## config.mk

```make
export PLATFORM = sky130hd
export DESIGN_NAME = control_unit_flat
export DESIGN_NICKNAME = d
export VERILOG_FILES = /design/src/rtl/control_unit_if.sv /design/src/rtl/control_unit.sv /design/src/flat_wrapper.sv
export SDC_FILE = /design/constraint.sdc
export NUM_CORES = 1
export LEC_CHECK = 0
export ABC_AREA = 1
export CORE_MARGIN = 2
export CORE_UTILIZATION = 43
export CTS_CLUSTER_DIAMETER = 30
export DETAILED_ROUTE_END_ITERATION = 10
export PLACE_DENSITY = 0.87
export SLEW_MARGIN = 20
export SYNTH_ARGS = -nofsm -noshare
export SYNTH_HDL_FRONTEND = slang
export SYNTH_SLANG_ARGS = --single-unit
```

## constraint.sdc

```tcl
create_clock -name Clock -period 2.2 [get_ports Clock]
set_clock_uncertainty 0.1 [all_clocks]
set_input_delay 0.66 -clock Clock [delete_from_list [all_inputs] [get_ports Clock]]
set_output_delay 0.66 -clock Clock [all_outputs]
set_load 0.05 [all_outputs]
```

## src/rtl/control_unit_if.sv

```systemverilog
// control_unit_if
// Bundles the opcode/flag inputs, the memory handshake and every datapath
// control strobe driven by control_unit.
//   master : the control FSM (reads IR/isZero/mem_ready, drives the controls)
//   slave  : the datapath/memory side (drives IR/isZero/mem_ready)
interface control_unit_if;
  logic [15:0] IR;
  logic        isZero;
  logic        mem_ready;

  logic        IR_Write;
  logic        Awrite;
  logic        Bwrite;
  logic        ALUOutWrite;
  logic        Mwrite;
  logic        reg_write;
  logic        iszero_write;
  logic        Asel;
  logic        Bsel;
  logic        ItypeSel;
  logic [2:0]  ALUcontrol;
  logic [1:0]  destAddr;
  logic [2:0]  destData;
  logic        mem_req;
  logic        mem_we;
  logic        addr_sel;
  logic        pc_write;
  logic        pc_sel;
  logic        halted;
  logic        mem_error;
  logic        illegal_op;

  modport master (
    input  IR, isZero, mem_ready,
    output IR_Write, Awrite, Bwrite, ALUOutWrite, Mwrite, reg_write,
           iszero_write, Asel, Bsel, ItypeSel, ALUcontrol, destAddr,
           destData, mem_req, mem_we, addr_sel, pc_write, pc_sel,
           halted, mem_error, illegal_op
  );

  modport slave (
    output IR, isZero, mem_ready,
    input  IR_Write, Awrite, Bwrite, ALUOutWrite, Mwrite, reg_write,
           iszero_write, Asel, Bsel, ItypeSel, ALUcontrol, destAddr,
           destData, mem_req, mem_we, addr_sel, pc_write, pc_sel,
           halted, mem_error, illegal_op
  );
endinterface

```

## src/rtl/control_unit.sv

```systemverilog
// control_unit
// Multicycle control FSM for the accumulator datapath. Decodes the opcode in
// IR into datapath write-enables and mux selects, sequences instruction
// fetch and data accesses over the mem_req/mem_ready handshake, and guards
// every memory wait with a timeout that parks the machine in HALT.
// Ports:
//   Clock       : sole clock, rising edge
//   Reset       : asynchronous, active-high
//   bus.master  : IR/isZero/mem_ready in; all control strobes and status out
// Parameter:
//   MEM_TIMEOUT : max cycles a request may wait for mem_ready (1-255)
module control_unit #(
  parameter int MEM_TIMEOUT = 15
) (
  input  logic          Clock,
  input  logic          Reset,
  control_unit_if.master bus
);

  localparam logic [2:0] S_IDLE   = 3'd0;
  localparam logic [2:0] S_FETCH  = 3'd1;
  localparam logic [2:0] S_DECODE = 3'd2;
  localparam logic [2:0] S_EXEC   = 3'd3;
  localparam logic [2:0] S_MEM    = 3'd4;
  localparam logic [2:0] S_WB     = 3'd5;
  localparam logic [2:0] S_HALT   = 3'd6;

  localparam logic [3:0] OP_NOP  = 4'h0;
  localparam logic [3:0] OP_ADD  = 4'h1;
  localparam logic [3:0] OP_SUB  = 4'h2;
  localparam logic [3:0] OP_AND  = 4'h3;
  localparam logic [3:0] OP_OR   = 4'h4;
  localparam logic [3:0] OP_ADDI = 4'h5;
  localparam logic [3:0] OP_LI   = 4'h6;
  localparam logic [3:0] OP_MOVA = 4'h7;
  localparam logic [3:0] OP_MOVR = 4'h8;
  localparam logic [3:0] OP_LW   = 4'h9;
  localparam logic [3:0] OP_SW   = 4'hA;
  localparam logic [3:0] OP_BEQZ = 4'hB;
  localparam logic [3:0] OP_HALT = 4'hF;

  // The fault fires on the cycle whose increment would make the count reach
  // MEM_TIMEOUT, so a ready on that same cycle still completes normally.
  localparam logic [7:0] TIMEOUT_LAST = 8'(MEM_TIMEOUT - 1);

  logic [2:0] r_state;
  logic [2:0] w_nextState;
  logic [7:0] r_waitCount;
  logic       r_memError;
  logic [3:0] w_op;
  logic       w_memPhase;
  logic       w_waiting;
  logic       w_timeout;
  logic       w_unusedIrFields;

  assign w_op       = bus.IR[15:12];
  assign w_memPhase = (r_state == S_FETCH) || (r_state == S_MEM);
  assign w_waiting  = w_memPhase && !bus.mem_ready;
  assign w_timeout  = w_waiting && (r_waitCount == TIMEOUT_LAST);

  // Register and immediate fields are consumed by the datapath, not here.
  assign w_unusedIrFields = ^bus.IR[11:0];

  assign bus.mem_error = r_memError;

  // Next-state and Moore/Mealy output decode. Everything defaults to 0 so a
  // state only lists the strobes it actually raises.
  always_comb begin
    w_nextState      = r_state;
    bus.IR_Write     = 1'b0;
    bus.Awrite       = 1'b0;
    bus.Bwrite       = 1'b0;
    bus.ALUOutWrite  = 1'b0;
    bus.Mwrite       = 1'b0;
    bus.reg_write    = 1'b0;
    bus.iszero_write = 1'b0;
    bus.Asel         = 1'b0;
    bus.Bsel         = 1'b0;
    bus.ItypeSel     = 1'b0;
    bus.ALUcontrol   = 3'd0;
    bus.destAddr     = 2'd0;
    bus.destData     = 3'd0;
    bus.mem_req      = 1'b0;
    bus.mem_we       = 1'b0;
    bus.addr_sel     = 1'b0;
    bus.pc_write     = 1'b0;
    bus.pc_sel       = 1'b0;
    bus.halted       = 1'b0;
    bus.illegal_op   = 1'b0;

    case (r_state)
      S_IDLE: w_nextState = S_FETCH;

      S_FETCH: begin
        bus.mem_req = 1'b1;
        if (bus.mem_ready) begin
          bus.IR_Write = 1'b1;
          bus.pc_write = 1'b1;
          w_nextState  = S_DECODE;
        end else if (w_timeout) begin
          w_nextState = S_HALT;
        end
      end

      S_DECODE: begin
        case (w_op)
          OP_ADD, OP_SUB, OP_AND, OP_OR: begin
            bus.Awrite  = 1'b1;
            bus.Asel    = 1'b1;
            bus.Bwrite  = 1'b1;
            w_nextState = S_EXEC;
          end
          OP_ADDI: begin
            bus.Awrite   = 1'b1;
            bus.Asel     = 1'b1;
            bus.Bwrite   = 1'b1;
            bus.Bsel     = 1'b1;
            bus.ItypeSel = 1'b1;
            w_nextState  = S_EXEC;
          end
          OP_LI: begin
            bus.Bwrite  = 1'b1;
            bus.Bsel    = 1'b1;
            w_nextState = S_WB;
          end
          OP_LW: begin
            bus.Bwrite  = 1'b1;
            bus.Bsel    = 1'b1;
            w_nextState = S_MEM;
          end
          // Store data comes from the accumulator, address from the
          // zero-extended immediate in B.
          OP_SW: begin
            bus.Awrite  = 1'b1;
            bus.Asel    = 1'b1;
            bus.Bwrite  = 1'b1;
            bus.Bsel    = 1'b1;
            w_nextState = S_MEM;
          end
          OP_MOVA: begin
            bus.Awrite  = 1'b1;
            bus.Asel    = 1'b1;
            w_nextState = S_WB;
          end
          OP_MOVR: begin
            bus.Bwrite  = 1'b1;
            w_nextState = S_WB;
          end
          OP_BEQZ: w_nextState = S_EXEC;
          OP_NOP:  w_nextState = S_FETCH;
          OP_HALT: w_nextState = S_HALT;
          default: begin
            bus.illegal_op = 1'b1;
            w_nextState    = S_FETCH;
          end
        endcase
      end

      S_EXEC: begin
        if (w_op == OP_BEQZ) begin
          bus.pc_sel   = 1'b1;
          bus.pc_write = bus.isZero;
          w_nextState  = S_FETCH;
        end else begin
          bus.ALUOutWrite  = 1'b1;
          bus.iszero_write = 1'b1;
          case (w_op)
            OP_ADD, OP_ADDI: bus.ALUcontrol = 3'd1;
            OP_SUB:          bus.ALUcontrol = 3'd2;
            OP_OR:           bus.ALUcontrol = 3'd3;
            default:         bus.ALUcontrol = 3'd0;
          endcase
          w_nextState = S_WB;
        end
      end

      S_MEM: begin
        bus.mem_req  = 1'b1;
        bus.addr_sel = 1'b1;
        bus.mem_we   = (w_op == OP_SW);
        if (bus.mem_ready) begin
          if (w_op == OP_SW) begin
            w_nextState = S_FETCH;
          end else begin
            bus.Mwrite  = 1'b1;
            w_nextState = S_WB;
          end
        end else if (w_timeout) begin
          w_nextState = S_HALT;
        end
      end

      S_WB: begin
        bus.reg_write = 1'b1;
        case (w_op)
          OP_MOVA: begin
            bus.destAddr = 2'd0;
            bus.destData = 3'd3;
          end
          OP_LI, OP_MOVR: begin
            bus.destAddr = 2'd1;
            bus.destData = 3'd2;
          end
          OP_LW: begin
            bus.destAddr = 2'd1;
            bus.destData = 3'd4;
          end
          default: begin
            bus.destAddr = 2'd1;
            bus.destData = 3'd0;
          end
        endcase
        w_nextState = S_FETCH;
      end

      S_HALT: bus.halted = 1'b1;

      default: w_nextState = S_IDLE;
    endcase
  end

  // State, wait counter and sticky memory-fault flag. The counter restarts
  // on every state change so each FETCH/MEM visit gets a fresh budget.
  always_ff @(posedge Clock or posedge Reset) begin
    if (Reset) begin
      r_state     <= S_IDLE;
      r_waitCount <= 8'd0;
      r_memError  <= 1'b0;
    end else begin
      r_state <= w_nextState;
      if (w_nextState != r_state) begin
        r_waitCount <= 8'd0;
      end else if (w_waiting) begin
        r_waitCount <= r_waitCount + 8'd1;
      end
      if (w_timeout) begin
        r_memError <= 1'b1;
      end
    end
  end

endmodule

```

## src/flat_wrapper.sv

```systemverilog
// flat-port wrapper written by rule: the top's interface ports become plain ports
module control_unit_flat 
#(
  parameter int MEM_TIMEOUT = 15
)
  (Clock, Reset, bus_IR, bus_isZero, bus_mem_ready, bus_IR_Write, bus_Awrite, bus_Bwrite, bus_ALUOutWrite, bus_Mwrite, bus_reg_write, bus_iszero_write, bus_Asel, bus_Bsel, bus_ItypeSel, bus_ALUcontrol, bus_destAddr, bus_destData, bus_mem_req, bus_mem_we, bus_addr_sel, bus_pc_write, bus_pc_sel, bus_halted, bus_mem_error, bus_illegal_op);
  control_unit_if bus_i ();
  input  logic Clock;
  input  logic Reset;
  input wire logic [$bits(bus_i.IR)-1:0] bus_IR;
  input wire logic [$bits(bus_i.isZero)-1:0] bus_isZero;
  input wire logic [$bits(bus_i.mem_ready)-1:0] bus_mem_ready;
  output wire logic [$bits(bus_i.IR_Write)-1:0] bus_IR_Write;
  output wire logic [$bits(bus_i.Awrite)-1:0] bus_Awrite;
  output wire logic [$bits(bus_i.Bwrite)-1:0] bus_Bwrite;
  output wire logic [$bits(bus_i.ALUOutWrite)-1:0] bus_ALUOutWrite;
  output wire logic [$bits(bus_i.Mwrite)-1:0] bus_Mwrite;
  output wire logic [$bits(bus_i.reg_write)-1:0] bus_reg_write;
  output wire logic [$bits(bus_i.iszero_write)-1:0] bus_iszero_write;
  output wire logic [$bits(bus_i.Asel)-1:0] bus_Asel;
  output wire logic [$bits(bus_i.Bsel)-1:0] bus_Bsel;
  output wire logic [$bits(bus_i.ItypeSel)-1:0] bus_ItypeSel;
  output wire logic [$bits(bus_i.ALUcontrol)-1:0] bus_ALUcontrol;
  output wire logic [$bits(bus_i.destAddr)-1:0] bus_destAddr;
  output wire logic [$bits(bus_i.destData)-1:0] bus_destData;
  output wire logic [$bits(bus_i.mem_req)-1:0] bus_mem_req;
  output wire logic [$bits(bus_i.mem_we)-1:0] bus_mem_we;
  output wire logic [$bits(bus_i.addr_sel)-1:0] bus_addr_sel;
  output wire logic [$bits(bus_i.pc_write)-1:0] bus_pc_write;
  output wire logic [$bits(bus_i.pc_sel)-1:0] bus_pc_sel;
  output wire logic [$bits(bus_i.halted)-1:0] bus_halted;
  output wire logic [$bits(bus_i.mem_error)-1:0] bus_mem_error;
  output wire logic [$bits(bus_i.illegal_op)-1:0] bus_illegal_op;
  assign bus_i.IR = bus_IR;
  assign bus_i.isZero = bus_isZero;
  assign bus_i.mem_ready = bus_mem_ready;
  assign bus_IR_Write = bus_i.IR_Write;
  assign bus_Awrite = bus_i.Awrite;
  assign bus_Bwrite = bus_i.Bwrite;
  assign bus_ALUOutWrite = bus_i.ALUOutWrite;
  assign bus_Mwrite = bus_i.Mwrite;
  assign bus_reg_write = bus_i.reg_write;
  assign bus_iszero_write = bus_i.iszero_write;
  assign bus_Asel = bus_i.Asel;
  assign bus_Bsel = bus_i.Bsel;
  assign bus_ItypeSel = bus_i.ItypeSel;
  assign bus_ALUcontrol = bus_i.ALUcontrol;
  assign bus_destAddr = bus_i.destAddr;
  assign bus_destData = bus_i.destData;
  assign bus_mem_req = bus_i.mem_req;
  assign bus_mem_we = bus_i.mem_we;
  assign bus_addr_sel = bus_i.addr_sel;
  assign bus_pc_write = bus_i.pc_write;
  assign bus_pc_sel = bus_i.pc_sel;
  assign bus_halted = bus_i.halted;
  assign bus_mem_error = bus_i.mem_error;
  assign bus_illegal_op = bus_i.illegal_op;
  control_unit #(.MEM_TIMEOUT(MEM_TIMEOUT)) u_core (.Clock(Clock), .Reset(Reset), .bus(bus_i));
endmodule
```

==> summary.md, run 1 <==
| Metric | Value |
|---|---|
| Status | `did not finish` |
| Fail Step | `clock tree synthesis (4_1_cts)` |
| Stop err | `[ERROR DPL-0033] detailed placement checks failed during check placement.` |
| Top_reg_cell synth | `dfrtp_1` |
| I/O pin count | `46` |
| Post-CTS Repair Setup Buffers | `17` |
| Max clock buf depth | `2` |
| Post_cts resized | `slightly below 90` |
| Gpl congestion | `between 0.9 and 1` |
| Synthesized cell area | `roughly 1100 um^2` |
| EDFF count, synth | `0` |
| CTS buffer count | `3` |
| Top cells by instance count after synthesis | `nand2_1, nor2_1, inv_1, dfrtp_1` |
| CTS H-Tree Depth | `1` |
| Starting Density | `a little under half` |
| Cell variety after synth | `29` |
| Die height | `about 56 um` |
| CTS root buf | `clkbuf_4` |
| Sequential element share of the synthesized area | `26.20%` |
| Num Clock Sinks | `12` |
| Synth area leaders | `dfrtp_1, nand2_1, nor2_1` |
| Detail Placement HPWL | `3055 um` |
| Post-synth top area share | `26.20%` |
| Synth async-reset ratio | `100.0%` |
| Placed cell areas | `2095 um^2` |
| Synth area leader | `dfrtp_1` |
| Die Wd | `about 56 um` |
| I/O Buffers | `31` |
| Avg Cell Area, Syn | `6.332 um^2` |
| Gate Count Post-Synth | `181` |
| Yosys warns | `0` |
| Synth Register Bits | `12` |
| Hold Buf Count CTS | `0` |
| Most common cell in the netlist | `nand2_1` |
| Cell row count | `18` |
-- through the flow --
step | setup TNS, ns | hold WS (ns) | cells | setup slack [ns]
3_5_place_dp | -16.54 | 0.3603 | 271 | -0.7964
3_3_place_gp | -14.97 | 0.3565 | 271 | -0.7336
2_1_floorplan | -1.121 | 0.4247 | 182 | -0.2726
-- logic make-up after synthesis --
logic type	after synthesis	share of synthesized area, %
compound gates	16	7.969
xor+xnor	5	3.822
fa+ha+maj	2	2.183
buf+inv	37	14.74
flops	12	26.20
other cells	1	0.3272
simple gates	108	44.76
==> inputs of run 2 (changes only) <==
CORE_AREA = 2 2 63 65   (was not set)
CORE_MARGIN = not set   (was 2)
CORE_UTILIZATION = not set   (was 43)
CTS_CLUSTER_DIAMETER = not set   (was 30)
DIE_AREA = 0 0 65 67   (was not set)
PLACE_DENSITY = not set   (was 0.87)
PLACE_DENSITY_LB_ADDON = 0.15   (was not set)
==> summary.md, run 2 <==
| Metric | Value |
|---|---|
| Status | `finished, violations left (was did not finish)` |
| Failing checks | `setup timing` |
| ANT nets after route | `0` |
| Max reg flops | `8` |
| Placed cell areas | `2185 um^2 (was 2095 um^2)` |
| Gpl congestion | `0.8982 (was 0.9403)` |
| Top cells by instance count after synthesis | `nand2_1, nor2_1, inv_1, dfrtp_1 (unchanged)` |
| Setup crit start kind | `input pin` |
| Post-synth top area share | `26.20% (unchanged)` |
| Switching share of power | `between 40 and 50%` |
| Max-Cap Viols | `0` |
| Vias in the first global route | `1468` |
| Int Power | `between 0.001 and 0.0015 W` |
| Die Wd | `65 um (was 55.63 um)` |
| Fin Setup TNS | `-2.649 ns` |
| Most frequent cells in the layout | `buf_4, nand2_1, buf_12` |
| RSZ-0062 raised after global routing | `yes` |
| Crit path arrival time | `between 1.5 and 2 ns` |
| Commonest non-fill, non-tap cell in the layout | `buf_4` |
| Hold Path Class | `reg2reg` |
| Crit Path Class | `in2out` |
| Worst r2r dst | `u_core.r_waitCount[4]` |
| Setup-failing EPs final | `23` |
| Final WS setup | `-0.2596 ns` |
| Synth Register Bits | `12 (unchanged)` |
| Synth async-reset ratio | `100.0% (unchanged)` |
| Largest net degree at the start of global routing | `13` |
| Pins over their slew limit | `0` |
| Final core utilization | `between 70% and 80%` |
| Avg Cell Area, Syn | `6.332 um^2 (unchanged)` |
| GRT Total Usage | `19.93%` |
| Cell variety after synth | `29 (unchanged)` |
| Design area | `2537 um^2` |
| First-pass GRT wire length | `roughly 6600 um` |
| Num Clock Sinks | `12 (unchanged)` |
| Initial antenna violation count | `0` |
| Combinational Power Share | `between 70 and 80%` |
| Starting Density | `31.78% (was 45.85%)` |
| Layout Nets | `roughly 290` |
| I/O pin count | `46 (unchanged)` |
| Hold Buf Count CTS | `0 (unchanged)` |
| Worst-path maximum fanout | `4` |
| TritonCTS clock tree | `built` |
| Synth area leaders | `dfrtp_1, nand2_1, nor2_1 (unchanged)` |
| Share of layout cells above drive strength 1 | `around three fifths` |
| Peak VDD IR | `0.3431 mV` |
| Clk_lat worst skew | `roughly 0.24 ns` |
| DR DRC count | `0` |
| Pwr Total | `roughly 0.002 W` |
| I/O Buffers | `31 (unchanged)` |
| ANT cells | `0` |
| Routed vias/inst | `4.681` |
| FF-to-FF Start | `u_core.r_state[0]` |
| Part of the power in registers | `between 10% and 20%` |
| Yosys warns | `0 (unchanged)` |
| Die height | `67 um (was 55.63 um)` |
| CTS root buf | `clkbuf_8 (was clkbuf_4)` |
| Hold Path Stages | `2` |
| Max clock buf depth | `2 (unchanged)` |
| Drt first-iter violations | `52` |
| Layout area overhead | `121.4%` |
| Gate Count Post-Synth | `181 (unchanged)` |
| First-pass DRT Iterations | `4` |
| R2r worst-path depth | `14` |
| Detail Placement HPWL | `3094 um (was 3055 um)` |
| Fin crit share | `111.8%` |
| Final Routed Wirelength | `roughly 4400 um` |
| Sequential element share of the synthesized area | `26.20% (unchanged)` |
| Synth area leader | `dfrtp_1 (unchanged)` |
| Post-DR wirelength/cell | `approximately 14 um` |
| Synthesized cell area | `1146 um^2 (unchanged)` |
| Most common cell in the netlist | `nand2_1 (unchanged)` |
| Psw | `~0.001 W` |
| Grt ovf | `0` |
| Clock group share of total power | `12.2%` |
| R2r setup slk | `roughly 0.05 ns` |
| CTS H-Tree Depth | `1 (unchanged)` |
| LEAKAGE | `1.165 nW` |
| Top reg by flops | `u_core.r_waitCount` |
| Hold Path Sink | `u_core.bus.mem_error` |
| Cell row count | `22 (was 18)` |
| Hold Vio Cnt, Final | `0` |
| Top_reg_cell synth | `dfrtp_1 (unchanged)` |
| CTS buffer count | `3 (unchanged)` |
| Hold Crit Start | `u_core.bus.mem_error` |
| Fmax | `406.6 MHz` |
| Reg clk slew, reported paths | `approximately 0.05 ns` |
| Routed via count | `1451` |
| Core Region | `between 3000 and 4000 um^2` |
| EDFF count, synth | `0 (unchanged)` |
| Cell Pwr Density | `approximately 790 nW/um^2` |
| Die area | `between 4000 and 5000 um^2` |
| Worst setup EP type | `primary output` |
| Tmin final | `approximately 2.5 ns` |
| WP data required | `around 1.4 ns` |
==> run 2: metal layers <==
| layer | vias to the layer above | wire [um] | part of all wire, % | track usage [%] |
|---|---|---|---|---|
| li1 | 715 | - | - | - |
| met1 | 686 | 1630 | 37 | 22.18 |
| met2 | 40 | 2464 | 56 | 38.79 |
| met3 | 10 | 174 | 4.0 | 3.716 |
| met4 | 0 | 101 | 2.3 | 4.521 |
| met5 | - | 0 | 0 | 0 |
==> run 2: worst max-delay path: stages <==
cell and delay (ns):
buf_8 0.08, buf_6 0.12, inv_12 0.03, nor2_4 0.17, nand2_1 0.13, nand2_2 0.10
a21oi_4 0.05, a41oi_4 0.18, buf_6 0.18
==> run 2: cell families after synthesis <==
| family | share of synthesized area, % |
|---|---|
| and+or+nand+nor | 44.76 |
| buffers and inverters | 14.74 |
| AOI/OAI and AO/OA | 7.969 |
| DFF | 26.20 |
| xor gates and xnor gates | 3.822 |
| adders and majority gates | 2.183 |
| other | 0.3272 |
==> run 2: power by group through the flow <==
| stage | clock network, W | logic, W | registers [W] |
|---|---|---|---|
| final | 0.000245 | 0.00146 | 0.000298 |
| after detailed placement | 0 | 0.00129 | 0.000296 |
| after CTS | 0.000254 | 0.00135 | 0.000292 |
| after floorplan | 0 | 0.000813 | 0.000273 |
| after global placement | 0 | 0.00127 | 0.000294 |
| after global routing | 0.000259 | 0.00156 | 0.000301 |
==> run 2: timing repair <==
action,CTS,global route
gates resized for setup,60,32
pin swaps,17,17
endpoints found under the hold margin,0,0
setup endpoints to repair,30,22
buffers inserted,4,8
==> run 2: metrics by stage <==
| stage | cells | setup slack (ns) | hold slack [ns] |
|---|---|---|---|
| after global placement | 298 | -0.7325 | 0.3495 |
| after detailed placement | 298 | -0.7665 | 0.3559 |
| after global routing | 310 | -0.3001 | 0.4163 |
| final | 310 | -0.2596 | 0.3663 |
| after floorplan | 182 | -0.2726 | 0.4247 |
| after CTS | 305 | -0.2161 | 0.3701 |
==> run 2: cell type report <==
class                   instances  area [um^2]
inverters                      31        152.6
clock buffers                   4        55.05
repair buffers                 82        962.2
flip-flops and latches         12        302.8
well taps                      48        60.06
multi-input cells             133         1005
fillers                       257         1069
==> run 2: how the worst max path moves through the flow <==
stage | from | endpoint | slack, ns | cells after the start
3_5_place_dp | bus_IR[14] | bus_Bwrite | -0.77 | 8
4_1_cts | bus_IR[14] | bus_pc_write | -0.22 | 9
6_report | bus_IR[15] | bus_Bwrite | -0.26 | 9
5_1_grt | bus_IR[15] | bus_Bwrite | -0.30 | 9
3_3_place_gp | bus_IR[14] | bus_Awrite | -0.73 | 9
2_1_floorplan | bus_IR[14] | bus_Awrite | -0.27 | 7
No activity file was read; power rests on OpenSTA's default activity.
